`config.mk`:
```
export PLATFORM = sky130hd
export DESIGN_NAME = retry_inorder_end
export DESIGN_NICKNAME = d
export VERILOG_FILES = /design/src/rtl/retry_inorder_end.sv
export SDC_FILE = /design/constraint.sdc
export NUM_CORES = 1
export LEC_CHECK = 0
export ABC_CLOCK_PERIOD_IN_PS = 2400
export BUFFER_PORTS_ARGS = -buffer_cell sky130_fd_sc_hd__buf_2
export CAP_MARGIN = 5
export CORE_AREA = 2 2 39 41
export CTS_BUF_LIST = sky130_fd_sc_hd__clkbuf_16
export CTS_CLUSTER_SIZE = 24
export DETAILED_ROUTE_END_ITERATION = 10
export DIE_AREA = 0 0 41 43
export PLACE_DENSITY = 0.63
export SLEW_MARGIN = 10
export SYNTH_ARGS = -nofsm -noshare
export SYNTH_HDL_FRONTEND = slang
export SYNTH_SLANG_ARGS = --single-unit
```
`constraint.sdc`:
```
create_clock -name clk_i -period 2.4 [get_ports clk_i]
set_input_delay 0 -clock clk_i [delete_from_list [all_inputs] [get_ports clk_i]]
set_output_delay 0 -clock clk_i [all_outputs]
set_load 0.01 [all_outputs]
```
`src/rtl/retry_inorder_end.sv`:
```
// -----------------------------------------------------------------------------
// retry_inorder_end
//
// Receiving end of the in-order retry pair. Sits at the output of a pipelined
// combinational datapath whose entry is driven by the in-order retry start
// block. Each result's ID is compared with the next expected in-order ID.
// In-order, fault-free results go downstream. Faulty or out-of-order results
// go back through the retry port. Upstream intake stays locked until the
// recovery completes.
//
// Handshake rule (every valid/ready pair here): a beat transfers on a rising
// clock edge where valid and ready are both 1. A source holding valid=1 keeps
// its payload stable until ready=1. This block holds no payload storage.
// Every output is a combinational function of the inputs and the two state
// registers.
//
// Ports
//   clk_i, rst_ni        clock, asynchronous active-low reset
//   data_i, id_i         result from the datapath and the ID it carries
//   needs_retry_i        result flagged faulty by an upstream checker
//   valid_i / ready_o    upstream handshake
//   data_o               result forwarded downstream (equals data_i)
//   valid_o / ready_i    downstream handshake
//   retry_valid_o        element is being sent back for retry
//   retry_id_o           ID of the element being sent back
//   retry_lock_o         hold off new intake at the start block
//   retry_ready_i        start block accepts the retry element
//   retry_id_feedback_i  ID the start side will give the retried element
//   dbg_mode_o           current mode (0 = NORMAL, 1 = RECOVER)
//   dbg_expected_id_o    next expected in-order ID
// -----------------------------------------------------------------------------
module retry_inorder_end #(
  parameter int unsigned DataWidth = 8,
  parameter int unsigned IDSize    = 1
) (
  input  logic                 clk_i,
  input  logic                 rst_ni,
  input  logic [DataWidth-1:0] data_i,
  input  logic [IDSize-1:0]    id_i,
  input  logic                 needs_retry_i,
  input  logic                 valid_i,
  output logic                 ready_o,
  output logic [DataWidth-1:0] data_o,
  output logic                 valid_o,
  input  logic                 ready_i,
  output logic                 retry_valid_o,
  output logic [IDSize-1:0]    retry_id_o,
  output logic                 retry_lock_o,
  input  logic                 retry_ready_i,
  input  logic [IDSize-1:0]    retry_id_feedback_i,
  output logic                 dbg_mode_o,
  output logic [IDSize-1:0]    dbg_expected_id_o
);

  typedef enum logic {
    MODE_NORMAL  = 1'b0,
    MODE_RECOVER = 1'b1
  } mode_e;

  mode_e             r_mode_q;
  mode_e             w_mode_d;
  logic [IDSize-1:0] r_expected_id_q;
  logic [IDSize-1:0] w_expected_id_d;

  logic w_match;
  logic w_pass;
  logic w_fail;

  // Parity increment: the low IDSize-1 bits are the sequence. The carry out
  // of the sequence toggles the parity MSB. That is exactly a full-width +1
  // modulo 2^IDSize, so it wraps the same way as the start counter.
  function automatic logic [IDSize-1:0] parity_inc(input logic [IDSize-1:0] id);
    return id + {{(IDSize-1){1'b0}}, 1'b1};
  endfunction

  // The compare covers the full ID, parity included. Each cycle exactly one
  // of pass/fail is set when valid_i is high.
  assign w_match = (id_i == r_expected_id_q);
  assign w_pass  = valid_i & w_match & ~needs_retry_i;
  assign w_fail  = valid_i & ~w_pass;

  // State register.
  always_ff @(posedge clk_i or negedge rst_ni) begin
    if (!rst_ni) begin
      r_mode_q        <= MODE_NORMAL;
      r_expected_id_q <= '0;
    end else begin
      r_mode_q        <= w_mode_d;
      r_expected_id_q <= w_expected_id_d;
    end
  end

  // Next-state logic.
  always_comb begin
    w_mode_d        = r_mode_q;
    w_expected_id_d = r_expected_id_q;
    case (r_mode_q)
      MODE_NORMAL: begin
        if (w_pass && ready_i) begin
          w_expected_id_d = parity_inc(r_expected_id_q);
        end else if (w_fail && retry_ready_i) begin
          // The retried element comes back with the ID that the start side
          // reports at this handshake, so expect that ID next.
          w_expected_id_d = retry_id_feedback_i;
          w_mode_d        = MODE_RECOVER;
        end
      end
      MODE_RECOVER: begin
        if (w_pass && ready_i) begin
          w_expected_id_d = parity_inc(r_expected_id_q);
          w_mode_d        = MODE_NORMAL;
        end else if (valid_i && w_match && needs_retry_i && retry_ready_i) begin
          // The expected element faulted again. It is re-issued under a new ID.
          w_expected_id_d = retry_id_feedback_i;
        end
        // A stale in-flight element (ID mismatch) is only bounced back.
        // It leaves the state unchanged.
      end
      default: begin
        w_mode_d        = MODE_NORMAL;
        w_expected_id_d = '0;
      end
    endcase
  end

  // Output logic.
  always_comb begin
    data_o        = data_i;
    valid_o       = w_pass;
    retry_valid_o = w_fail;
    retry_id_o    = id_i;
    ready_o       = 1'b0;
    if (w_pass) begin
      ready_o = ready_i;
    end else if (w_fail) begin
      ready_o = retry_ready_i;
    end
    // Combinational so that the start block sees the lock in the same cycle
    // as the first failure. The start block registers it.
    retry_lock_o      = (r_mode_q == MODE_RECOVER) | (w_fail & (r_mode_q == MODE_NORMAL));
    dbg_mode_o        = r_mode_q;
    dbg_expected_id_o = r_expected_id_q;
  end

endmodule
```
### After elaboration in Yosys (flattened, before gate mapping)

Index checks and enable logic that the tools add are counted.

* add/sub/neg operators: 1
* equal/unequal tests: 3
* mux-type cells: 11
* bitwise gates (word level): 8
* reductions and logical operators: 6

Operators with widths (count)
* $mux 1: 9
* $logic_and 1x1->1: 5
* $and 1x1->1: 4
* $pmux 1 s2: 2
* $ne 3x1->1 const B: 1
* $ne 3x3->1 const B: 1
* $not 1->1: 3
* $reduce_and 2->1: 1
* $add 1x1->1 const B: 1
* $eq 1x1->1: 1
* $or 1x1->1: 1

* register bits after elaboration: 2
* output and inout bits: 15

### Longest topological paths before layout

* word-level depth: 9
* mapped depth: 3
* gate-level depth less buffers: 3

### Worst setup path after synthesis

OpenSTA, ideal clock, no wires.

* path type: reg2out
* from: register r_expected_id_q (netlist: dbg_expected_id_o)
* to: output port ready_o
* arrival: 1218 ps
* required time: 2400 ps
* setup slack: 1182 ps
* cell stages (with the launch flop): 4
* cells stage by stage: dfrtp_1 -> xor2_1 -> or3b_1 -> a21oi_1

* word-level cells in the longest chain between the ends: 7

Ends and longest elaborated chain
* from (decl): RTL line 62 `logic [IDSize-1:0] r_expected_id_q;`
* from (signal assigned): RTL line 89 `r_expected_id_q <= w_expected_id_d;`
* $eq 1x1->1 *: RTL line 78 `assign w_match = (id_i == r_expected_id_q);`
* $and 1x1->1 * (2 in a row): RTL line 79 `assign w_pass = valid_i & w_match & ~needs_retry_i;`
* $not 1->1: RTL line 80 `assign w_fail = valid_i & ~w_pass;`
* $and 1x1->1: RTL line 80
* $mux 1: RTL line 135 `end else if (w_fail) begin`
* $mux 1 *: RTL line 133 `if (w_pass) begin`
* to (decl): RTL line 42 `output logic ready_o,`

Every way passes the cells marked *; elsewhere a longest branch is shown, timed or not.

### Worst setup path after layout

Same ends and word-level chain as after synthesis.

==> run summary <==
The run finished with clean final reports. The utilization after layout is 26.3%. The first detailed-routing pass took 2 iterations. The final weighted congestion in routability-driven placement is ~0.73.

The reg-to-reg critical path startpoint is dbg_expected_id_o. The initial standard-cell utilization of the core is between 15 and 20%. The worst path uses 61.3% of the clock period. The final wirelength came out at 680 um. The number of pins with negative max-slew slack in the final report came out at 0. Entering global routing, the biggest net connects 7 pins. The cts-stage hold buffer count is 1. The floorplan step defined a die boundary enclosing 1760 um2.

The origin of the worst setup path is dbg_expected_id_o. The number of antenna cells inserted came out at 0. The buffer depth of the longest clock path is 2. Dividing the detail-routed via count by the number of cells gives about 4.2. The shortest period the worst path allows came out at 1470 ps.

In this run the core area contains 14 standard-cell rows. The hold violation count in the final report is 0. The number of buffers inserted by post-CTS setup repair came out at 0. Port buffering added 14 buffers. The tightest slew margin relative to the limit is between 70% and 80%.

The wire length of the first global-routing pass is between 1 and 1.5 mm. The largest fanout of any net on the critical path came out at 5. The number of top-level pins came out at 31. During synthesis, Yosys emitted a total of 0 warnings. The clock root buffer is sky130_fd_sc_hd__clkbuf_16.

Setup repair after global routing left no endpoint under its margin. In this run the most critical hold path is launched from data_i[0]. The data arrival time at the worst-slack endpoint came out at approximately 1500 ps. The maximum vdd ir drop came out at 0.418 mV. Leaving out fill and tap cells, the most frequent cell in the layout is sky130_fd_sc_hd__buf_2. The required time at the endpoint of the critical path is between 2000 and 2500 ps. The number of cells traversed by the worst hold path is 0. The synthesized net count came out at 50. The depth of the worst register-to-register path is 3.

Each instance of the synthesized netlist takes up on average ~7.5 um2. The count of state elements after synthesis is 2. The number of global-route vias before repair came out at 268. The total clock sinks came out at 2. The worst setup path is launched from a flop. The post-synthesis cell count came out at 34. The detailed-route via count is ~250. Setup violations remaining at the end of the flow were counted as 0. The number of DRC violations after detailed routing is 0. Once detailed placement completed, the half-perimeter wirelength came to 504 um. The die boundary height is between 40 and 50 um.

Leaving out fill and tap cells, the most frequent cells in the layout are sky130_fd_sc_hd__buf_2, sky130_fd_sc_hd__nand2_1, sky130_fd_sc_hd__nor2_1, sky130_fd_sc_hd__clkbuf_16. The number of nets at the end of the flow came out at around 60. The growth of design area from synthesis to finish came out at 42.0%. The worst-case register-to-register setup slack came out at around 1200 ps. The post-synth design cell area is between 200 and 300 um2. The share of post-route cells with drive strength above 1 came out at between 40% and 50%.

For this design the ratio of total power to cell area is ~1200 nW/um2. The clock arrives with 2.46 ps of skew. The number of antenna violations at the first check in global routing came out at 0. The CTS buffer count is 3. The average wire per standard cell came out at ~12 um.

The clock network latency to the later pin of the worst-skew pair came out at between 200 and 250 ps. Fill cells in the final layout number around 150. The final instance count without filler cells came out at 59. The clock-pin slew of the registers on the worst-case setup and hold paths came out at about 30 ps. The leakage power total is 0.177 nW. At the pin with the least slew margin, the transition time is about 300 ps. The number of max-cap violations is 0. The maximum achievable frequency is approximately 700 MHz. The area inside the core boundary came out at between 1000 and 1500 um2.

After global routing the overflow that remains totals 0. Across every metal layer, demand over resource in global routing totals under 10%. The category of the critical setup timing path is flop to primary output. The worst setup path is captured at a primary output.

After layout, the design draws a total of 0.424 mW. The share of synthesized area occupied by flip-flops and latches came out at between 10% and 20%. The width of the chip is between 40 and 50 um.

The path class of the tightest hold or removal check is input port to primary output. The setup TNS after final layout came out at 0 ps. The post-route antenna net violation count came out at 0. Synthesis instantiated 17 different standard cells from the library. The number of resized instances in the post-cts repair step is 0.

The count of H-tree levels built during CTS is 1. TritonCTS built the clock tree. In this run, placement finished with an instance count of between 50 and 60.

The starting DRC count in detailed routing came out at 1.
[per-stage QoR]
stage | worst slack, ps | hold WS, ps | area [um2]
detailed placement | 1170 | -210 | 279
finish | 929 | 0.00365 | 364
floorplan | 1180 | -296 | 256
global route | 846 | 0.0169 | 364
global placement | 1170 | -211 | 279
CTS | 922 | 0.0686 | 364
[critical path, cell delays in order (launching register included)]
cell                      delay [ps]
sky130_fd_sc_hd__dfrtp_1         400
sky130_fd_sc_hd__xor2_1          210
sky130_fd_sc_hd__or3b_1          380
sky130_fd_sc_hd__a21oi_1         120
sky130_fd_sc_hd__buf_2           140
[flip-flops by register name, summed over array words and instances (netlist names)]
register           count
dbg_expected_id_o      1
dbg_mode_o             1
[power by group]
group / internal (mW) / switching (mW)
logic: 0.0505 / 0.0640
registers: 0.0452 / 0.0135
clock network: 0.212 / 0.0386
[layer usage]
metal  track usage [%]  part of all wire, %  vias to the layer above
li1                  -                    -                      127
met1              6.71                   30                      116
met2              16.3                   60                        6
met3              4.19                  9.4                        0
met4              8.67                    0                        0
met5                 0                    0                        -
[final timing paths]
kind | to
min in group asynchronous | dbg_expected_id_o
max reg2reg | dbg_expected_id_o
min reg2reg | dbg_mode_o
min | data_o[0]
max in group asynchronous | dbg_mode_o
max | ready_o
[synth_stat cells]
library cell / count / share of area (%)
sky130_fd_sc_hd__or3b_1: 1 / 3.4
sky130_fd_sc_hd__mux2i_1: 1 / 3.9
sky130_fd_sc_hd__a211oi_2: 1 / 4.9
sky130_fd_sc_hd__inv_1: 2 / 2.9
sky130_fd_sc_hd__buf_4: 9 / 26
sky130_fd_sc_hd__a211oi_1: 1 / 2.9
sky130_fd_sc_hd__a21o_1: 1 / 2.9
sky130_fd_sc_hd__a21oi_1: 2 / 3.9
sky130_fd_sc_hd__o311a_1: 1 / 3.9
sky130_fd_sc_hd__nand2_1: 4 / 5.9
sky130_fd_sc_hd__dfrtp_1: 2 / 20
sky130_fd_sc_hd__nand4b_1: 1 / 3.4
sky130_fd_sc_hd__xor2_1: 1 / 3.4
sky130_fd_sc_hd__o21ai_0: 2 / 3.9
sky130_fd_sc_hd__nor2_1: 3 / 4.4
sky130_fd_sc_hd__nor3_1: 1 / 1.9
sky130_fd_sc_hd__or2_2: 1 / 2.4
[layout make-up]
class / instances / area (um2) / area share [%]
Clock buffer: 3 / 75.1 / 20.6
Inverter: 2 / 7.51 / 2.06
Multi-Input combinational cell: 21 / 131 / 36.1
Sequential cell: 2 / 50.0 / 13.7
Tap cell: 16 / 20.0 / 5.50
Timing Repair Buffer: 15 / 80.1 / 22.0
[logic make-up after synthesis]
kind of cell,after synthesis,synth area share [%]
AO/OA/AOI/OAI,8,22.4
XOR/XNOR,1,3.42
buffers and inverters,11,29.3
flip-flops,2,19.5
multiplexers,1,3.90
AND/OR/NAND/NOR,11,21.5
Power figures use the tool's default switching activity.
